**config.mk**
```make
export PLATFORM = sky130hd
export DESIGN_NAME = demux_buffered
export DESIGN_NICKNAME = d
export VERILOG_FILES = /design/src/rtl/demux_buffered.sv
export SDC_FILE = /design/constraint.sdc
export NUM_CORES = 1
export LEC_CHECK = 0
export ABC_AREA = 0
export CORE_UTILIZATION = 57
export DETAILED_ROUTE_END_ITERATION = 8
export GPL_TIMING_DRIVEN = 0
export PLACE_DENSITY = 0.86
export SLEW_MARGIN = 20
export SYNTH_ARGS = -nofsm -noshare
export SYNTH_HDL_FRONTEND = slang
export SYNTH_SLANG_ARGS = --single-unit
```
**constraint.sdc**
```tcl
create_clock -name clk -period 7.9 [get_ports clk]
set_input_delay 1.975 -clock clk [delete_from_list [all_inputs] [get_ports clk]]
set_output_delay 1.975 -clock clk [all_outputs]
set_load 0.1 [all_outputs]
```
**src/rtl/demux_buffered.sv**
```systemverilog
// ---------------------------------------------------------------------------
// demux_buffered
//   Registered 1:2 demultiplexer with a stream handshake. Each word accepted
//   on the input stream is pushed into one of two per-destination FIFOs,
//   which are selected by in_control. Each FIFO drains independently through
//   its own valid/ready channel.
//
// Ports
//   clk         in   1      single clock, rising edge
//   res         in   1      asynchronous active-high reset, clears all state
//   in_valid    in   1      producer has a word
//   in_ready    out  1      selected channel has room (count != DEPTH)
//   in_data     in   WIDTH  word to route
//   in_control  in   1      route select: 0 -> channel 0, 1 -> channel 1
//   outN_valid  out  1      channel N FIFO non-empty
//   outN_ready  in   1      consumer N takes the head word
//   outN_data   out  WIDTH  channel N head word
//   outN_count  out  CW     channel N occupancy, 0..DEPTH
// ---------------------------------------------------------------------------
module demux_buffered #(
    parameter int WIDTH = 32,
    parameter int DEPTH = 2,
    parameter int CW    = $clog2(DEPTH) + 1
) (
    input  logic             clk,
    input  logic             res,
    input  logic             in_valid,
    output logic             in_ready,
    input  logic [WIDTH-1:0] in_data,
    input  logic             in_control,
    output logic             out0_valid,
    input  logic             out0_ready,
    output logic [WIDTH-1:0] out0_data,
    output logic [CW-1:0]    out0_count,
    output logic             out1_valid,
    input  logic             out1_ready,
    output logic [WIDTH-1:0] out1_data,
    output logic [CW-1:0]    out1_count
);

    localparam int PW = $clog2(DEPTH);

    // Storage and per-channel state; index 0/1 is the channel number.
    logic [WIDTH-1:0] mem_q    [2][DEPTH];
    logic [PW-1:0]    wr_ptr_q [2];
    logic [PW-1:0]    wr_ptr_d [2];
    logic [PW-1:0]    rd_ptr_q [2];
    logic [PW-1:0]    rd_ptr_d [2];
    logic [CW-1:0]    cnt_q    [2];
    logic [CW-1:0]    cnt_d    [2];

    logic [1:0]       push_s;
    logic [1:0]       pop_s;
    logic [1:0]       out_ready_s;

    // Handshake decode and next-state for pointers and occupancy counts.
    always_comb begin
        out_ready_s = {out1_ready, out0_ready};
        wr_ptr_d    = wr_ptr_q;
        rd_ptr_d    = rd_ptr_q;
        cnt_d       = cnt_q;
        pop_s       = 2'b00;

        // Only registered counts feed in_ready: a pop in the same cycle does
        // not make room for a push into a full channel.
        in_ready  = (in_control ? cnt_q[1] : cnt_q[0]) != CW'(DEPTH);
        push_s[0] = in_valid & in_ready & ~in_control;
        push_s[1] = in_valid & in_ready &  in_control;

        for (int c = 0; c < 2; c++) begin
            pop_s[c]    = (cnt_q[c] != '0) & out_ready_s[c];
            // DEPTH is a power of two, so natural PW-bit overflow wraps.
            wr_ptr_d[c] = push_s[c] ? wr_ptr_q[c] + PW'(1) : wr_ptr_q[c];
            rd_ptr_d[c] = pop_s[c]  ? rd_ptr_q[c] + PW'(1) : rd_ptr_q[c];
            case ({push_s[c], pop_s[c]})
                2'b10:   cnt_d[c] = cnt_q[c] + CW'(1);
                2'b01:   cnt_d[c] = cnt_q[c] - CW'(1);
                default: cnt_d[c] = cnt_q[c];
            endcase
        end
    end

    // State registers and FIFO storage; reset clears every entry as well.
    always_ff @(posedge clk or posedge res) begin
        if (res) begin
            for (int c = 0; c < 2; c++) begin
                wr_ptr_q[c] <= '0;
                rd_ptr_q[c] <= '0;
                cnt_q[c]    <= '0;
                for (int e = 0; e < DEPTH; e++) begin
                    mem_q[c][e] <= '0;
                end
            end
        end else begin
            for (int c = 0; c < 2; c++) begin
                wr_ptr_q[c] <= wr_ptr_d[c];
                rd_ptr_q[c] <= rd_ptr_d[c];
                cnt_q[c]    <= cnt_d[c];
                if (push_s[c]) begin
                    mem_q[c][wr_ptr_q[c]] <= in_data;
                end
            end
        end
    end

    // Outputs come purely from registered state; no path from in_* to out*.
    assign out0_valid = cnt_q[0] != '0;
    assign out1_valid = cnt_q[1] != '0;
    assign out0_data  = mem_q[0][rd_ptr_q[0]];
    assign out1_data  = mem_q[1][rd_ptr_q[1]];
    assign out0_count = cnt_q[0];
    assign out1_count = cnt_q[1];

endmodule

```
==> impl_metrics.ini <==
[setup_path]
worstPathRequired_ps = 5930
critPathMaxFanout = 6
critPathLaunchType = input pin
path_class = input pin to output pin
endpoint_kind = output pin
arrival_ps = 3870

[run]
cap_violations = 0

[yosys]
netlist_area_sq_um = 6037
ys_seq_area_frac = 0.5637
synth_largest_area_cell = dfrtp_1
netlist_instances = 382
synth.area.top_cells = dfrtp_1 56%, mux2_2 29%, mux2_4 7.5%
synth_seq_cells = 136
synth_cell_types = 22
postSynthAreaPerCell_sq_um = 15.80
yosys_warnings = 0
synth_nets = 422
post-synth-top-area-fraction = 0.5637

[sta]
fmax_mhz = 171.0
finalSetupViolCount = 0
finalHoldViolations = 0
slew_headroom = 0.3209
finalClockSkew_ps = 5.522
tightest_slew_ps = 1015
fin_crit_ps = 5847
slew_violations = 0
rsz0062_at_grt = false
tns_ps = 0
fin_crit_sh = 0.7401

[place]
port_buffers = 108
gp_congestion = 0.7066
dp_hpwl_um = 8423

[drt]
drt_wl_total_um = 12920
dr.pass1.iters = 4
antenna_left = 0
vias = 3616
wl_per_cell_um = 19.61
drtIter0Drc = 150
viasPerCell = 5.487
route.detailed.drc = 0

[clock_network]
ctsHoldBuffers = 0
cts_tree = built
ctsResizeCount = 0
clock-sinks = 136
clock_latency_ps = 530
cts_setup_buffers = 0
htree_levels = 4
clk_pin_slew_worst_paths_ps = 60
cts_buffers = 17
cts_root_buf = clkbuf_8
clk_path_buf_depth = 2

[die]
start_util = 0.5874
die_w_um = 104.9
rows = 37
pin_count = 109
die_h_um = 104.9
core_sq_um = 10280
die_area_sq_um = 11010

[final_layout]
area_growth_pct = 31.34
regArea_sq_um = 3403
n_fill_cell = 646
multiInputGateArea_sq_um = 2510
antenna_cells = 0
nNetsFinal = 550
drive_above_1_share = 0.4532

[global_routing]
grt_max_degree = 109
grt_overflow = 0
track_usage = 0.2581
antenna_found_initial = 0
grt_pass1_vias = 4055
grt_pass1_wl_um = 21360

[outcome]
outcome = complete, no violations

[hold_path]
hp-class = register to register
[through the flow]
step	setup slack (ps)	hold WS, ps	util	area (sq um)	std cells
floorplan	2286	454.1	-	6037	382
global placement	665.8	463.5	0.7092	7288	626
detailed placement	2065	475.5	0.7126	7323	627
CTS	2050	489.4	0.7715	7929	659
global route	1938	511.0	0.7715	7929	659
finish	2053	486.7	0.7715	7929	659
[flip-flops by register name (all words and copies together) (netlist names)]
| name | flops |
|---|---|
| mem_q | 128 |
| out0_count | 2 |
| out1_count | 2 |
| rd_ptr_q | 2 |
| wr_ptr_q | 2 |
[per-layer routing]
metal	up-vias	GRT usage	part of all wire
met1	1873	0.3325	0.45
met2	102	0.4215	0.49
met4	0	0.09759	0.020
met5	-	0	0
met3	20	0.06675	0.041
li1	1621	-	-
[critical path: stages]
cell	delay, ps
clkdlybuf4s50_1	540
nor2_1	70
a21oi_1	130
clkdlybuf4s50_1	1150
[cell type report]
cell class	count	share of cell area
multi-input combinational	224	0.3166
inverter	1	0.001420
clock inverter	11	0.01846
clock buffer	21	0.05791
sequential	136	0.4292
tap	136	0.02146
timing repair buffer	109	0.1398
buffer	21	0.01515
[kinds of logic (layout without fill, tap and decap cells)]
kind of cell               after synthesis  after routing  synth area share
buffers and inverters                   22            163           0.02052
muxes                                  192            192            0.3768
and+or+nand+nor                         19             19           0.01948
adders and majority gates                2              2          0.004144
xor gates and xnor gates                10             10           0.01451
AOI/OAI and AO/OA                        1              1         0.0008282
DFF                                    136            136            0.5637
[path summary, 6_finish.rpt]
path,from,endpoint,slack [ps],cells after the start
hold reg to reg,mem_q[122],mem_q[122],490,1
max in group asynchronous,res,mem_q[81],5350,3
hold / removal,mem_q[122],mem_q[122],490,1
setup / recovery,in_control,in_ready,2050,4
min in group asynchronous,res,mem_q[121],1790,2
setup reg to reg,out1_count[1],mem_q[60],6050,4
[layout by cell type (no fill, tap or decap), drive strengths merged, types with 2 or more instances in the layout]
master / count
dfrtp: 136
nor2b: 2
xor2: 4
buf: 14
clkbuf: 29
ha: 2
clkdlybuf4s50: 108
bufinv: 3
or2: 2
nor2: 3
xnor2: 6
nand2b: 4
nor3: 2
clkinvlp: 5
and2: 2
clkinv: 3
mux2: 192
[cells in the mapped netlist]
library cell,n
mux2_2,157
mux2_1,5
nand2b_1,4
xnor2_1,6
ha_1,2
clkbuf_1,8
buf_6,4
nor2_1,3
or2_2,2
inv_1,1
nor3_2,2
or3b_1,1
nand3_1,1
buf_2,9
xor2_1,4
a21oi_1,1
nand4_1,1
nand2_1,1
nor2b_1,2
and2_1,2
mux2_4,30
dfrtp_1,136
Power is left out: the tool's default activity adds up to more than one toggle a clock period on the data nets, which glitch-free logic cannot reach.
